### config.mk
export PLATFORM = sky130hd
export DESIGN_NAME = serializador_matriz
export DESIGN_NICKNAME = d
export VERILOG_FILES = /design/src/rtl/serializador_matriz.sv
export SDC_FILE = /design/constraint.sdc
export NUM_CORES = 1
export LEC_CHECK = 0
export BUFFER_PORTS_ARGS = -buffer_cell sky130_fd_sc_hd__buf_2
export CAP_MARGIN = 5
export CORE_MARGIN = 2
export CORE_UTILIZATION = 30
export DETAILED_ROUTE_END_ITERATION = 10
export PLACE_DENSITY = 0.5
export SKIP_LAST_GASP = 1
export SLEW_MARGIN = 20
export SYNTH_ARGS = -nofsm -noshare
export SYNTH_HDL_FRONTEND = slang
export SYNTH_SLANG_ARGS = --single-unit
### constraint.sdc
create_clock -name clk -period 2.7 [get_ports clk]
set_clock_uncertainty 0.2 [all_clocks]
set_input_delay 0.54 -clock clk [delete_from_list [all_inputs] [get_ports clk]]
set_output_delay 0.54 -clock clk [all_outputs]
set_load 0.02 [all_outputs]
### src/rtl/serializador_matriz.sv
// serializador_matriz
// Captures a packed DIM x DIM matrix of signed ELEM_W-bit elements and
// streams it out one element per valid/ready handshake, in linear order
// k = linha*DIM + coluna.
//
// Ports:
//   clk, reset  : rising-edge clock, synchronous active-high reset
//   start       : capture matriz_in and begin a stream (honoured in IDLE only)
//   matriz_in   : packed matrix, element k at [k*ELEM_W +: ELEM_W]
//   elem_out    : current element (signed, bit-exact copy of the source slice)
//   elem_idx    : linear index k of elem_out
//   linha/coluna: row/column of elem_out
//   elem_valid  : elem_out/elem_idx/linha/coluna are valid
//   elem_ready  : sink accepts the element this cycle
//   busy        : high while streaming and during the done cycle
//   done        : one-cycle pulse after the last element is accepted
//
// Handshake: an element transfers at a rising edge where elem_valid and
// elem_ready are both 1. While elem_valid=1 and elem_ready=0 every data
// output holds; elem_ready has no effect while elem_valid=0.
module serializador_matriz #(
  parameter int DIM    = 5,
  parameter int ELEM_W = 8
) (
  input  logic                          clk,
  input  logic                          reset,
  input  logic                          start,
  input  logic [DIM*DIM*ELEM_W-1:0]     matriz_in,
  output logic signed [ELEM_W-1:0]      elem_out,
  output logic [$clog2(DIM*DIM)-1:0]    elem_idx,
  output logic [2:0]                    linha,
  output logic [2:0]                    coluna,
  output logic                          elem_valid,
  input  logic                          elem_ready,
  output logic                          busy,
  output logic                          done
);

  localparam int N_ELEM = DIM * DIM;
  localparam int IDX_W  = $clog2(N_ELEM);

  typedef enum logic [1:0] {
    IDLE = 2'd0,
    SEND = 2'd1,
    DONE = 2'd2
  } state_t;

  state_t                     state_q, state_n;
  logic [N_ELEM*ELEM_W-1:0]   shadow_q, shadow_n;
  logic signed [ELEM_W-1:0]   elem_out_n;
  logic [IDX_W-1:0]           idx_n;
  logic [2:0]                 linha_n, coluna_n;
  logic                       valid_n, busy_n, done_n;

  // Next-state and next-output logic; every output is taken from a register.
  always_comb begin
    state_n    = state_q;
    shadow_n   = shadow_q;
    elem_out_n = elem_out;
    idx_n      = elem_idx;
    linha_n    = linha;
    coluna_n   = coluna;
    valid_n    = elem_valid;
    busy_n     = busy;
    done_n     = 1'b0;

    case (state_q)
      IDLE: begin
        elem_out_n = '0;
        idx_n      = '0;
        linha_n    = '0;
        coluna_n   = '0;
        valid_n    = 1'b0;
        busy_n     = 1'b0;
        if (start) begin
          // The stream reads only the shadow copy from here on, so later
          // changes on matriz_in cannot leak into it.
          shadow_n   = matriz_in;
          elem_out_n = matriz_in[ELEM_W-1:0];
          valid_n    = 1'b1;
          busy_n     = 1'b1;
          state_n    = SEND;
        end
      end

      SEND: begin
        if (elem_valid && elem_ready) begin
          if (elem_idx == IDX_W'(N_ELEM - 1)) begin
            valid_n = 1'b0;
            done_n  = 1'b1;
            state_n = DONE;
          end else begin
            idx_n      = elem_idx + IDX_W'(1);
            elem_out_n = shadow_q[32'(idx_n) * ELEM_W +: ELEM_W];
            if (coluna == 3'(DIM - 1)) begin
              coluna_n = '0;
              linha_n  = linha + 3'd1;
            end else begin
              coluna_n = coluna + 3'd1;
            end
          end
        end
      end

      DONE: begin
        // Single cycle with done=1, busy=1; start is not looked at here.
        elem_out_n = '0;
        idx_n      = '0;
        linha_n    = '0;
        coluna_n   = '0;
        valid_n    = 1'b0;
        busy_n     = 1'b0;
        state_n    = IDLE;
      end

      default: begin
        state_n = IDLE;
        valid_n = 1'b0;
        busy_n  = 1'b0;
      end
    endcase
  end

  always_ff @(posedge clk) begin
    if (reset) begin
      state_q    <= IDLE;
      shadow_q   <= '0;
      elem_out   <= '0;
      elem_idx   <= '0;
      linha      <= '0;
      coluna     <= '0;
      elem_valid <= 1'b0;
      busy       <= 1'b0;
      done       <= 1'b0;
    end else begin
      state_q    <= state_n;
      shadow_q   <= shadow_n;
      elem_out   <= elem_out_n;
      elem_idx   <= idx_n;
      linha      <= linha_n;
      coluna     <= coluna_n;
      elem_valid <= valid_n;
      busy       <= busy_n;
      done       <= done_n;
    end
  end

endmodule

==> Implementation_results.wiki <==
{| class="wikitable"
! Metric !! Value
|-
| Worst Reg2Reg Path Length in Cells || 7
|-
| Cell breakdown of the critical path || inv_1 -> ha_4 -> buf_12 -> mux4_1 -> nor2b_1 -> a2111oi_0 -> a211oi_1
|-
| Number of register bits inferred by synthesis || 224
|-
| Headroom to the max-slew limit || 48.0%
|-
| Clk pin slew, worst setup/hold paths || 60 ps
|-
| Kind of end point of the critical path || register
|-
| CP max stage delay || 570 ps
|-
| Leakage || 0.00505 uW
|-
| Number of enable flip-flop cells after synthesis || 0
|-
| I/O pins || 226
|-
| Floorplan die area || 35700 um^2
|-
| Placement Rows || 67
|-
| Post-route worst hold slack || 54.5 ps
|-
| Part of the power in the clock network || 40.2%
|-
| Routed length per placed instance || 17.1 um
|-
| Clock tree from TritonCTS || yes
|-
| Min-Delay Path Depth || 3
|-
| Final period demand of the worst path || 2580 ps
|-
| Proportion of synthesized chip area in sequential cells || 43.7%
|-
| Fin area || 12800 um^2
|-
| Netlist cell types || 62
|-
| Remaining number of nets flagged by the antenna check after routing || 0
|-
| Cell count after synthesis || 1245
|-
| Total clock sinks || 224
|-
| Count of endpoints failing setup in the final report || 0
|-
| Final Cycle Share || 95.6%
|-
| Inserted Clock Buffers || 25
|-
| Post-layout nets || 1646
|-
| Wire length of the first global-routing pass || 49400 um
|-
| Clk_lat worst skew || 520 ps
|-
| Gp weighted congestion || 0.798
|-
| Number of nets in the synthesized netlist || 1459
|-
| Critical path endpoint || elem_out[6]$_SDFFE_PP0P_
|-
| CTS root buf || clkbuf_16
|-
| Share of the synthesized area in the top cell type || 43.7%
|-
| Slew at the pin closest to its max-slew limit || 780 ps
|-
| Number of global-route vias before repair || 8983
|-
| Relative area change from synthesis to final layout || 25.0%
|-
| Layout cell share with drive strength beyond 1 || 24.3%
|-
| Die Width || 189 um
|-
| Post-Syn Area || 10200 um^2
|-
| Reg power frac || 41.4%
|-
| DR vias || 9229
|-
| Power Dens Cells || 709 nW/um^2
|-
| Number of antenna violations at the first check in global routing || 1
|-
| Ys async rst share || 0%
|-
| Die height || 189 um
|-
| Setup slack of the worst register-to-register path || 120 ps
|-
| Outcome || complete, no violations
|-
| Switching power as a share of total power || 28.3%
|-
| GRT Overall Usage || 17.5%
|-
| Max-cap viol count || 0
|-
| H-Tree Depth || 1
|-
| Standard cell with the maximum stage delay on the critical path || mux4_1
|-
| Launching element of the worst setup path || elem_idx[1]$_SDFFE_PP0P_
|-
| Final Total Pwr || 9080 uW
|-
| Arrival @ worst endpoint || 2760 ps
|-
| Floorplan core area || 33600 um^2
|-
| Crit Reg-Reg Endpoint || elem_out[6]$_SDFFE_PP0P_
|-
| Combinational Power Share || 18.4%
|-
| Internal Power || 6510 uW
|-
| Congestion Overflow GR || 0
|-
| Number of buffers on the longest clock path || 3
|-
| Type of the worst setup path || reg2reg
|-
| Post-synth top flop || dfxtp_1
|-
| Pin count of the biggest net entering global routing || 107
|-
| Library cell occupying the most area in the post-synthesis netlist || dfxtp_1
|-
| Effective utilization at floorplan || 30.5%
|-
| Synthesized area divided by synthesized cell count || 8.23 um^2
|-
| Final setup slack of the worst path || 118 ps
|-
| Synth top cells by count || 430 x nand2_1, 224 x dfxtp_1, 218 x a21oi_1, 70 x clkbuf_1, 42 x nand3_1
|-
| Highest clock rate || 387 MHz
|-
| Final number of max-transition violations || 0
|-
| Post-route DRC || 0
|-
| Switching power total || 2570 uW
|-
| Leading cell types by total area after synthesis || dfxtp_1 44%, nand2_1 16%, a21oi_1 11%, mux4_2 5.9%, mux2i_1 3.1%
|-
| Maximum vdd ir drop || 0.425 mV
|-
| Syn. warnings || 0
|-
| CP Launch Type || register
|-
| Worst setup timing slack at the placement stage || 18.8 ps
|-
| Routed Wire Length || 32500 um
|-
| Placed inst area || 11800 um^2
|-
| Path category of the worst min-delay check || in2reg
|-
| Crit-path max FO || 12
|-
| Worst EP required || 2880 ps
|-
| Startpoint of the worst register-to-register path || elem_idx[1]$_SDFFE_PP0P_
|-
| Final hold violations || 0
|-
| Number of buffers inserted by port buffering || 225
|-
| Starting DRT DRC Count || 528
|-
| Average vias per placed instance || 4.86
|-
| First-pass detailed-route iteration total || 5
|-
| DP HPWL || 23500 um
|-
| Count leader, synth || nand2_1
|-
| Final Util || 38.1%
|}
[layer usage]
metal,wire [um],global-route usage (%),up-vias
met3,1630,2.46,46
met5,0,0,-
met2,15000,28.9,219
met1,15000,23.8,4332
met4,821,5.26,0
li1,-,-,4632
[area by class of cell]
| class | instances | area [um^2] |
|---|---|---|
| tap | 448 | 561 |
| clock inverter | 12 | 169 |
| antenna | 1 | 2.50 |
| clock buffer | 33 | 717 |
| timing repair buffer | 258 | 1550 |
| sequential | 224 | 4490 |
| inverter | 17 | 63.8 |
| multi-input combinational | 906 | 5270 |
| fill | 3543 | 20800 |
[repair_timing]
item | in CTS | in global routing
setup buffers | 0 | 3
hold buffers | 0 | 0
gates resized for setup | 0 | 6
endpoints found under the setup margin | 0 | 7
[power by group through the flow]
stage	registers, uW	logic, uW	clock network (uW)
6_report	3760	1670	3650
5_1_grt	3790	1860	3870
4_1_cts	3760	1670	3720
3_5_place_dp	3830	1660	0
3_3_place_gp	3830	1640	0
2_1_floorplan	3800	1070	0
[critical path, delay by kind of cell (launching register included)]
family,cells,cell delay [ps]
flip-flops,1,320
multiplexers,1,570
AND/OR/NAND/NOR,1,150
adder cells (fa/ha/maj),1,310
buffers and inverters,2,230
AO/OA/AOI/OAI,2,650
[cells in the final DEF (no fill, tap or decap), types with 3 or more instances in the layout]
| cell | n |
|---|---|
| a22o_1 | 7 |
| a21oi_1 | 218 |
| nor2b_1 | 11 |
| mux2i_1 | 32 |
| inv_1 | 13 |
| buf_4 | 20 |
| clkinv_2 | 5 |
| ha_1 | 9 |
| mux4_1 | 7 |
| a31oi_1 | 3 |
| o21bai_1 | 7 |
| buf_12 | 10 |
| bufinv_16 | 4 |
| clkbuf_8 | 4 |
| o21ai_0 | 11 |
| buf_2 | 224 |
| mux4_2 | 27 |
| o311ai_0 | 7 |
| a211oi_1 | 7 |
| a2111oi_0 | 4 |
| o211ai_1 | 7 |
| nand3_1 | 42 |
| a32oi_1 | 3 |
| nor2_1 | 19 |
| clkinv_1 | 3 |
| nand2_1 | 429 |
| dfxtp_1 | 223 |
| nor3_1 | 6 |
| clkbuf_1 | 3 |
| and4_1 | 7 |
| clkbuf_16 | 27 |
[per-stage QoR]
stage / TNS (ps) / std cells
6_report: 0 / 1899
5_1_grt: -2.58 / 1899
4_1_cts: 0 / 1894
3_5_place_dp: 0 / 1849
3_3_place_gp: 0 / 1849
2_1_floorplan: 0 / 1245
[sequential cells by signal (all words and copies together), names as in the netlist]
register	count
shadow_q	200
linha	3
elem_out	8
coluna	3
elem_idx	5
elem_valid	1
busy	1
state_q	2
done	1
[kinds of logic after synthesis]
logic type	after synthesis	synth area share (%)
muxes	66	10.9
adders and majority gates	10	1.22
xor gates and xnor gates	4	0.598
and+or+nand+nor	536	21.7
AOI/OAI and AO/OA	290	16.5
DFF	224	43.7
buffers and inverters	115	5.30
[how the worst min path moves through the flow]
| stage | from | to | slack (ps) |
|---|---|---|---|
| after floorplan | shadow_q[152]$_SDFFE_PP0P_ | shadow_q[152]$_SDFFE_PP0P_ | 230 |
| after global placement | shadow_q[145]$_SDFFE_PP0P_ | shadow_q[145]$_SDFFE_PP0P_ | 240 |
| after detailed placement | shadow_q[2]$_SDFFE_PP0P_ | shadow_q[2]$_SDFFE_PP0P_ | 240 |
| after CTS | matriz_in[57] | shadow_q[57]$_SDFFE_PP0P_ | 30 |
| after global routing | matriz_in[106] | shadow_q[106]$_SDFFE_PP0P_ | 40 |
| final | matriz_in[9] | shadow_q[9]$_SDFFE_PP0P_ | 50 |
No activity file was read; power rests on OpenSTA's default activity.
